==> config.mk <==
export PLATFORM = sky130hd
export DESIGN_NAME = mem_crypt_engine
export DESIGN_NICKNAME = d
export VERILOG_FILES = /design/src/rtl/mem_crypt_pkg.sv /design/src/rtl/crypt_word_xform.sv /design/src/rtl/mem_crypt_engine.sv
export SDC_FILE = /design/constraint.sdc
export NUM_CORES = 1
export LEC_CHECK = 0
export BUFFER_PORTS_ARGS = -buffer_cell sky130_fd_sc_hd__buf_2
export CORE_UTILIZATION = 25
export CTS_CLUSTER_DIAMETER = 40
export DETAILED_ROUTE_END_ITERATION = 6
export HOLD_SLACK_MARGIN = 0.15
export PLACE_DENSITY = 0.51
export SYNTH_ARGS = -nofsm -noshare
export SYNTH_HDL_FRONTEND = slang
export SYNTH_SLANG_ARGS = --single-unit
==> constraint.sdc <==
create_clock -name clk -period 6.06 [get_ports clk]
set_input_delay 1.818 -clock clk [delete_from_list [all_inputs] [get_ports clk]]
set_output_delay 1.818 -clock clk [all_outputs]
set_load 0.1 [all_outputs]
==> src/rtl/mem_crypt_pkg.sv <==
// rtl/mem_crypt_pkg.sv - shared constants and state type for the memory cipher engine
package mem_crypt_pkg;

    localparam int ADDR_W    = 10;
    localparam int DATA_W    = 32;
    localparam int KEY_W     = 16;
    localparam int LEN_W     = 11;
    localparam int MEM_WORDS = 1024;

    typedef enum logic [2:0] {
        IDLE  = 3'd0,
        READ  = 3'd1,
        XFORM = 3'd2,
        WRITE = 3'd3,
        DONE  = 3'd4
    } state_t;

endpackage

==> src/rtl/crypt_word_xform.sv <==
// rtl/crypt_word_xform.sv - combinational per-word cipher transform (xor with doubled key, rotate by key[4:0])
module crypt_word_xform
    import mem_crypt_pkg::*;
(
    input  logic [DATA_W-1:0] x,
    input  logic [KEY_W-1:0]  key,
    input  logic              decrypt,
    output logic [DATA_W-1:0] y
);

    logic [DATA_W-1:0]   k_word;
    logic [4:0]          rot;
    logic [2*DATA_W-1:0] dbl_l;
    logic [2*DATA_W-1:0] dbl_r;

    // Encrypt xors then rotates left; decrypt undoes it by rotating right then xoring.
    // Rotation is done by shifting a doubled word so a zero rotate needs no special case.
    always_comb begin
        k_word = {key, key};
        rot    = key[4:0];
        dbl_l  = {x ^ k_word, x ^ k_word} << rot;
        dbl_r  = {x, x} >> rot;
        y      = decrypt ? (dbl_r[DATA_W-1:0] ^ k_word) : dbl_l[2*DATA_W-1:DATA_W];
    end

endmodule

==> src/rtl/mem_crypt_engine.sv <==
// rtl/mem_crypt_engine.sv - block read/transform/write cipher engine mastering the 1K x 32 memory
module mem_crypt_engine
    import mem_crypt_pkg::*;
(
    input  logic              clk,
    input  logic              rst,
    input  logic              start,
    input  logic              decrypt,
    input  logic [ADDR_W-1:0] src_addr,
    input  logic [ADDR_W-1:0] dst_addr,
    input  logic [LEN_W-1:0]  len,
    output logic              busy,
    output logic              done,
    output logic [LEN_W-1:0]  words_done,
    output logic [ADDR_W-1:0] mem_address,
    output logic [DATA_W-1:0] mem_write_data,
    output logic              mem_write,
    input  logic [DATA_W-1:0] mem_read_data,
    input  logic [KEY_W-1:0]  key
);

    state_t             state;
    logic [ADDR_W-1:0]  src_q;
    logic [ADDR_W-1:0]  dst_q;
    logic [LEN_W-1:0]   len_q;
    logic [KEY_W-1:0]   key_q;
    logic               dec_q;
    logic [DATA_W-1:0]  data_q;
    logic [DATA_W-1:0]  xf_out;
    logic [LEN_W-1:0]   len_sat;
    logic [ADDR_W-1:0]  idx;

    // words_done doubles as the word index; address adds truncate, giving the 1023->0 wrap
    assign idx     = words_done[ADDR_W-1:0];
    assign len_sat = (len > LEN_W'(MEM_WORDS)) ? LEN_W'(MEM_WORDS) : len;

    crypt_word_xform u_xform (
        .x       (mem_read_data),
        .key     (key_q),
        .decrypt (dec_q),
        .y       (xf_out)
    );

    // Job sequencer: one word takes READ, XFORM, WRITE; parameters are frozen at accept
    always_ff @(posedge clk or posedge rst) begin
        if (rst) begin
            state      <= IDLE;
            src_q      <= '0;
            dst_q      <= '0;
            len_q      <= '0;
            key_q      <= '0;
            dec_q      <= 1'b0;
            data_q     <= '0;
            words_done <= '0;
        end else begin
            case (state)
                IDLE: begin
                    if (start) begin
                        src_q      <= src_addr;
                        dst_q      <= dst_addr;
                        len_q      <= len_sat;
                        key_q      <= key;
                        dec_q      <= decrypt;
                        words_done <= '0;
                        state      <= (len_sat == '0) ? DONE : READ;
                    end
                end
                READ:  state <= XFORM;
                XFORM: begin
                    data_q <= xf_out;
                    state  <= WRITE;
                end
                WRITE: begin
                    words_done <= words_done + 1'b1;
                    state      <= ((words_done + 1'b1) == len_q) ? DONE : READ;
                end
                DONE:    state <= IDLE;
                default: state <= IDLE;
            endcase
        end
    end

    // Memory-side outputs decode straight from state so reset drops mem_write without waiting for a clock
    always_comb begin
        busy        = (state != IDLE);
        done        = (state == DONE);
        mem_write   = (state == WRITE);
        mem_address = '0;
        case (state)
            READ, XFORM: mem_address = src_q + idx;
            WRITE:       mem_address = dst_q + idx;
            default:     mem_address = '0;
        endcase
    end

    assign mem_write_data = data_q;

endmodule
==> results of run 1 <==
[worst paths after layout]
kind / startpoint / endpoint / cells after the start
setup / recovery: state[1]$_DFFE_PP0P_ / mem_address[8] / 15
hold reg to reg: mem_write_data[2]$_DFFE_PP0P_ / mem_write_data[2]$_DFFE_PP0P_ / 2
max in group asynchronous: rst / key_q[2]$_DFFE_PP0P_ / 3
hold / removal: mem_write_data[2]$_DFFE_PP0P_ / mem_write_data[2]$_DFFE_PP0P_ / 2
min in group asynchronous: rst / dst_q[4]$_DFFE_PP0P_ / 2
setup reg to reg: key_q[4]$_DFFE_PP0P_ / mem_write_data[6]$_DFFE_PP0P_ / 7
[stage by stage]
| stage | TNS [ps] | instances |
|---|---|---|
| 3_5_place_dp | 0 | 1683 |
| 4_1_cts | 0 | 1699 |
| 6_report | 0 | 1699 |
| 5_1_grt | 0 | 1699 |
| 2_1_floorplan | -40.49 | 1114 |
| 3_3_place_gp | 0 | 1683 |
[flip-flops by register name (all words and copies together), names as in the netlist]
register and count:
src_q 10, dst_q 10, len_q 11, key_q 16
state 3, mem_write_data 32, dec_q 1, words_done 11
[cells by family after synthesis]
group	after synthesis	synth area share, %
XOR/XNOR	79	7.072
multiplexers	158	21.41
flip-flops	94	24.04
AND/OR/NAND/NOR	305	14.21
buffers and inverters	121	6.650
AO/OA/AOI/OAI	346	25.13
adder cells (fa/ha/maj)	11	1.484
[routing by layer]
metal / global-route usage [%] / up-vias / part of all wire [%]
li1: - / 4362 / -
met1: 27.64 / 4739 / 44
met2: 31.53 / 397 / 45
met3: 4.116 / 60 / 7.6
met4: 7.577 / 2 / 3.1
met5: 0 / - / 0.037
[cell type report]
cell class              instances  share of cell area [%]
flip-flops and latches         94                   21.38
repair buffers                153                   7.828
multi-input cells             899                   61.65
well taps                     518                   5.877
clock inverters                 7                  0.5559
inverters                      19                  0.6694
clock buffers                   9                   2.042
[cells in the final DEF (no fill, tap or decap), drive strengths merged, types with 12 or more instances in the layout]
| cell | instances |
|---|---|
| o21ai | 60 |
| a22o | 12 |
| nand2 | 112 |
| o211ai | 12 |
| mux2 | 68 |
| mux2i | 57 |
| nor2 | 86 |
| nand2b | 26 |
| xor2 | 38 |
| a22oi | 21 |
| buf | 153 |
| nand3 | 18 |
| dfrtp | 94 |
| a21oi | 36 |
| a211oi | 18 |
| inv | 22 |
| xnor2 | 41 |
| o22ai | 71 |
| o221ai | 16 |
| nor2b | 14 |
| nor3 | 16 |
| mux4 | 33 |
[worst max-delay path, stage by stage (launching register included)]
cell      delay (ps)
dfrtp_1          450
nor2b_1          190
nand2_1          270
clkinv_1         260
nand2_1          130
nand2_1           60
ha_1             200
fa_1             420
a21o_1           200
a21oi_1          220
nor2b_1           70
o21a_1           190
o41a_1           330
xnor2_1          150
nor2_2           130
buf_12           190
==> impl_results.md, run 1 <==
- Yosys top cell by area: dfrtp_1
- Post-CTS setup buffer count: 0
- Worst min path class: register to register
- Max H-tree Level: 3
- Hold slack: 489.7 ps
- Ratio of cells with drive above 1 in the final layout: 26.08%
- Asr flop ratio synth: 100.0%
- Number of vias per cell: around 5.6
- Endpoints failing setup: 0
- Post-route cell area: 0.01103 mm²
- Top cells by area, synth: dfrtp_1 24%, mux2_2 7.6%, mux4_2 7.6%
- CP max FO: 10
- Setup crit start kind: register
- Worst path required time: 4240 ps
- R2R Setup Slk: 2590 ps
- Fmax: around 180 MHz
- Area of the multi-input gates: roughly 0.0068 mm²
- Routed wire per std cell: 23.61 µm
- Minimum clock period: 5665 ps
- Global route overflow: 0
- Port-buffer cells: approximately 140
- Util after Layout: 28.54%
- # fillers: 4189
- Root Driver: clkbuf_16
- Global-route wire length before repair: just under 60 mm
- Routed via count: 9560
- Antenna Violating Nets Remaining: 0
- Slew of the pin with the lowest slew margin: 972.9 ps
- Die span in x: about 200 µm
- Warnings from Yosys: 0
- Commonest cells in the netlist: 112 x nand2_1, 94 x dfrtp_1, 86 x nor2_1
- Syn Area/Cell: 8.782 µm²
- Yosys cell types: 79
- CTS Sinks: 94
- Antenna violations before repair: 1
- Vias in the first global route: between 8000 and 9000
- Post-synth top flop: dfrtp_1
- Chip height: 199.8 µm
- DP Worst Slack: approximately 840 ps
- Ant diodes: 0
- CTS tree: yes
- Yosys top cell area share: 24.04%
- Gpl congestion: 0.9593
- Drt drc: 0
- DR iter-0 viols: 1261
- DR pass1 iterations: 6
- Critical path capture point type: output pin
- Status: complete, no violations
- CTS buffer count: 9
- Post-synth EDFFs: 0
- Worst skew pair latency: 380 ps
- Post-Syn Area: 0.009783 mm²
- Initial core utilization: 25.31%
- Final critical-path share of the clock period: 93.48%
- FF+latch count, synth: 94
- Post-Synthesis Cells: around 1100
- Most frequent cell after synthesis: nand2_1
- Placed instance area: 0.01074 mm²
- Final #Nets: 1270
- CTS resizes: 0
- Die area: 0.03993 mm²
- Post-synthesis sequential area ratio: 24.04%
- CP Class: register to output pin
- Rel. slew slack: 34.31%
- Ports: 139
- Post-Route WL: 40.11 mm
- Clock slew at reported path FFs: 80 ps
- CTS max path bufs: 2
- Syn Nets: 1208
- Pin count of the biggest net entering global routing: 71
- Core Rows: 72
- Total global-route track usage: 20.30%
- Worst Path Arrival: a little under 4000 ps
- Area Overhead vs Synth: 12.73%
- Core Region: between 0.03 and 0.04 mm²
- Worst clock skew: between 15 and 20 ps
- RSZ-0062 raised after global routing: no
- Worst Slack Setup Final: a little under 400 ps
- Final hold vios: 0
- Hpwl dp: 31.46 mm
- Reg area: 0.002357 mm²
- Max-cap violation count: 0
- Slew Viols, Final: 0
- Hold_buf cts: 0
Power of run 1 is not shown: default switching activity piles up to over one toggle a cycle in this logic, so the estimate is an artifact.
==> run 2, diff against run 1 <==
--- a/config.mk
+++ b/config.mk
@@ -13,4 +13,5 @@
 export PLACE_DENSITY = 0.51
 export SYNTH_ARGS = -nofsm -noshare
 export SYNTH_HDL_FRONTEND = slang
+export SYNTH_HIERARCHICAL = 1
 export SYNTH_SLANG_ARGS = --single-unit
==> run 2 against run 1 <==
Net effect: hold slack gained 11 ps; setup slack gained 83 ps; cell count shrank 16%; critical endpoint unchanged; area after synthesis shrank 2.5%; count of clock-buffer cells in the layout grew 2; non-clock buffer count shrank 4; critical path depth shrank 2; critical path type unchanged; clock skew grew 4.4 ps; highest routed layer unchanged.
==> impl_results.md, run 2 <==
- Post-CTS setup buffer count: 0 (unchanged)
- Worst min path class: register to register
- Util after Layout: 29.03% (+0.49 points)
- Post-synth EDFFs: 0 (unchanged)
- Drt drc: 0 (unchanged)
- Area Overhead vs Synth: 14.41%
- R2R Setup Slk: 2290 ps (-300 ps)
- Syn Nets: 922 (-24%)
- FF+latch count, synth: 94 (unchanged)
- Max-cap violation count: 0 (unchanged)
- CTS tree: yes
- Top cells by area, synth: dfrtp_1 25%, mux4_2 21%, mux2_2 11%
- Hold path start: mem_write_data[2]$_DFFE_PP0P_
- Core Rows: 71 (-1.4%)
- Final critical-path share of the clock period: 92.11% (-1.4 points)
- Routed wire per std cell: 22.24 µm (-5.8%)
- CP top delay family: compound AO/OA/AOI/OAI gates
- Pin count of the biggest net entering global routing: 51 (-28%)
- Die area: 0.03892 mm² (-2.5%)
- Routed via count: 7641 (-20%)
- Ports: 139 (unchanged)
- CTS max path bufs: 2 (unchanged)
- Root Driver: clkbuf_16
- Final #Nets: 1012 (-20%)
- Number of vias per cell: 5.325 (-5.4%)
- Worst Path Arrival: 3760 ps (-90 ps)
- Total global-route track usage: 16.81% (-3.5 points)
- Vias in the first global route: 7571 (-15%)
- CP Class: register to output pin
- Minimum clock period: 5582 ps (-83.00 ps)
- CTS Sinks: 94 (unchanged)
- DP Worst Slack: 917.0 ps (+74.31 ps)
- CP Cell Sequence: nand3b_1, inv_2, nand2_1, nand2_1, ha_1, fa_1, a21o_1, a21oi_1, o21ai_0, o41ai_1, xor2_1, nor2_2, buf_2
- Yosys cell types: 65 (-18%)
- Origin of the critical flop-to-flop path: key_q[1]$_DFFE_PP0P_
- CTS buffer count: 9 (unchanged)
- Worst clock skew: 21.88 ps (+4.434 ps)
- Hpwl dp: 24.59 mm (-22%)
- Max H-tree Level: 3 (unchanged)
- Slew Viols, Final: 0 (unchanged)
- DR WL met3: 2.351 mm (-23%)
- Initial core utilization: 25.37% (+0.058 points)
- Core Region: 0.03758 mm² (-2.8%)
- Global-route wire length before repair: 48.96 mm (-18%)
- Post-route cell area: 0.01091 mm² (-1.1%)
- CP peak stage delay: 450 ps (about the same)
- Commonest non-fill, non-tap cell in the layout: buf_2
- Setup_tns: 0 ps (unchanged)
- Endpoints failing setup: 0 (unchanged)
- Global route overflow: 0 (unchanged)
- Syn Area/Cell: 11.51 µm² (+31%)
- Post-synthesis sequential area ratio: 24.67% (+0.63 points)
- Met2 wire length: 14.44 mm (-20%)
- Most frequent cell after synthesis: dfrtp_1
- Port-buffer cells: 138 (unchanged)
- Placed instance area: 0.01062 mm² (-1.1%)
- Post-synth top flop: dfrtp_1
- CTS resizes: 0 (unchanged)
- Clock slew at reported path FFs: 80 ps (about the same)
- Antenna violations before repair: 4 (+3)
- Rel. slew slack: 32.65% (-1.7 points)
- Warnings from Yosys: 6 (+6)
- Metal-1 WL: 14.08 mm (-20%)
- Most frequent cell on the critical path: nand2_1
- Worst Slack Setup Final: 478.2 ps (+83.00 ps)
- DR iter-0 viols: 692 (-45%)
- Status: complete, no violations
- Post-Syn Area: 0.009534 mm² (-2.5%)
- Ratio of cells with drive above 1 in the final layout: 40.52% (+14 points)
- Yosys top cell by area: dfrtp_1
- Crit path buf inv count: 2 (unchanged)
- Chip height: 197.3 µm (-1.3%)
- Commonest cells after routing, fill and taps aside: 138 x buf_2, 93 x mux2_2, 89 x dfrtp_1, 89 x mux4_2, 68 x mux2i_1
- Post-Route WL: 31.92 mm (-20%)
- Die span in x: 197.3 µm (-1.3%)
- RSZ-0062 raised after global routing: no
- Asr flop ratio synth: 100.0% (unchanged)
- Antenna Violating Nets Remaining: 0 (unchanged)
- DR pass1 iterations: 5 (-1)
- Critical path capture point type: output pin
- Final hold vios: 0 (unchanged)
- Commonest cells in the netlist: 94 x dfrtp_1, 93 x mux2_2, 89 x mux4_2
- Top Metal Used: met5
- Max FFs per register: 32 (unchanged)
- Worst path slowest cell: dfrtp_1
- Yosys top cell area share: 24.67% (+0.63 points)
- Setup crit start kind: register
- Worst path required time: 4240 ps (about the same)
- Worst skew pair latency: 380 ps (about the same)
- Fmax: 179.2 MHz (+1.5%)
- Gpl congestion: 0.9226 (-3.8%)
- Critical path startpoint: state[2]$_DFFE_PP0P_
- Hold_buf cts: 0 (unchanged)
- CP max FO: 19 (+9)
- Post-Synthesis Cells: 828 (-26%)
- Slew of the pin with the lowest slew margin: 1010 ps (+37.33 ps)
## run 2: cell count changes in the layout (fill, tap and decap cells not counted), sizes merged, moves of 11 or more
cell    delta
mux4      +75
o22ai     -62
nand2     -52
nor2      -49
mux2      +27
o21ai     -21
a21oi     -17
a211oi    -15
a22oi     -15
nand3     -13
a222oi    -11
mux2i     +11
nand2b    -11
## run 2: cells by family (layout without fill, tap and decap cells)
logic type / after synthesis / count (layout) / share of synthesized area [%]
DFF: 94 / 94 / 24.67
other: 0 / 1 / 0
xor gates and xnor gates: 77 / 77 / 7.441
buffers and inverters: 85 / 180 / 4.318
muxes: 271 / 271 / 44.70
adders and majority gates: 11 / 11 / 1.522
AOI/OAI and AO/OA: 131 / 131 / 9.331
and+or+nand+nor: 159 / 159 / 8.018
## run 2: worst register-to-register path: cells and delay by family (launching register included)
| kind | cells | cell delay, ps |
|---|---|---|
| DFF | 1 | 890 |
| xor gates and xnor gates | 1 | 240 |
| AOI/OAI and AO/OA | 1 | 230 |
| muxes | 4 | 1720 |
| buffers and inverters | 1 | 560 |
## run 2: worst paths after layout
| kind | end | cells past startpoint |
|---|---|---|
| max | mem_address[8] | 13 |
| min | mem_write_data[2]$_DFFE_PP0P_ | 1 |
| max reg2reg | mem_write_data[30]$_DFFE_PP0P_ | 7 |
| min reg2reg | mem_write_data[2]$_DFFE_PP0P_ | 1 |
| max in group asynchronous | mem_write_data[18]$_DFFE_PP0P_ | 3 |
| min in group asynchronous | len_q[9]$_DFFE_PP0P_ | 2 |
## run 2: cell type report
| cell class | count | area (µm²) |
|---|---|---|
| Tap cell | 511 | 639.4 |
| Antenna cell | 1 | 2.502 |
| Inverter | 15 | 58.81 |
| Fill cell | 3826 | 26670 |
| Timing Repair Buffer | 149 | 773.2 |
| Clock inverter | 5 | 42.54 |
| Sequential cell | 94 | 2359 |
| Clock buffer | 11 | 242.7 |
| Multi-Input combinational cell | 649 | 6790 |
## run 2: per-layer routing
layer | up-vias | global-route usage [%]
met5 | - | 0
met1 | 3878 | 23.08
met4 | 6 | 6.087
met2 | 294 | 25.77
li1 | 3406 | -
met3 | 57 | 3.790
## run 2: metrics by stage
stage	hold WS [ps]	std cells
final	501.0	1435
after global routing	522.7	1434
after CTS	506.6	1434
after detailed placement	491.0	1418
after global placement	490.1	1418
after floorplan	451.6	828
Power of run 2 is left out for the same reason.
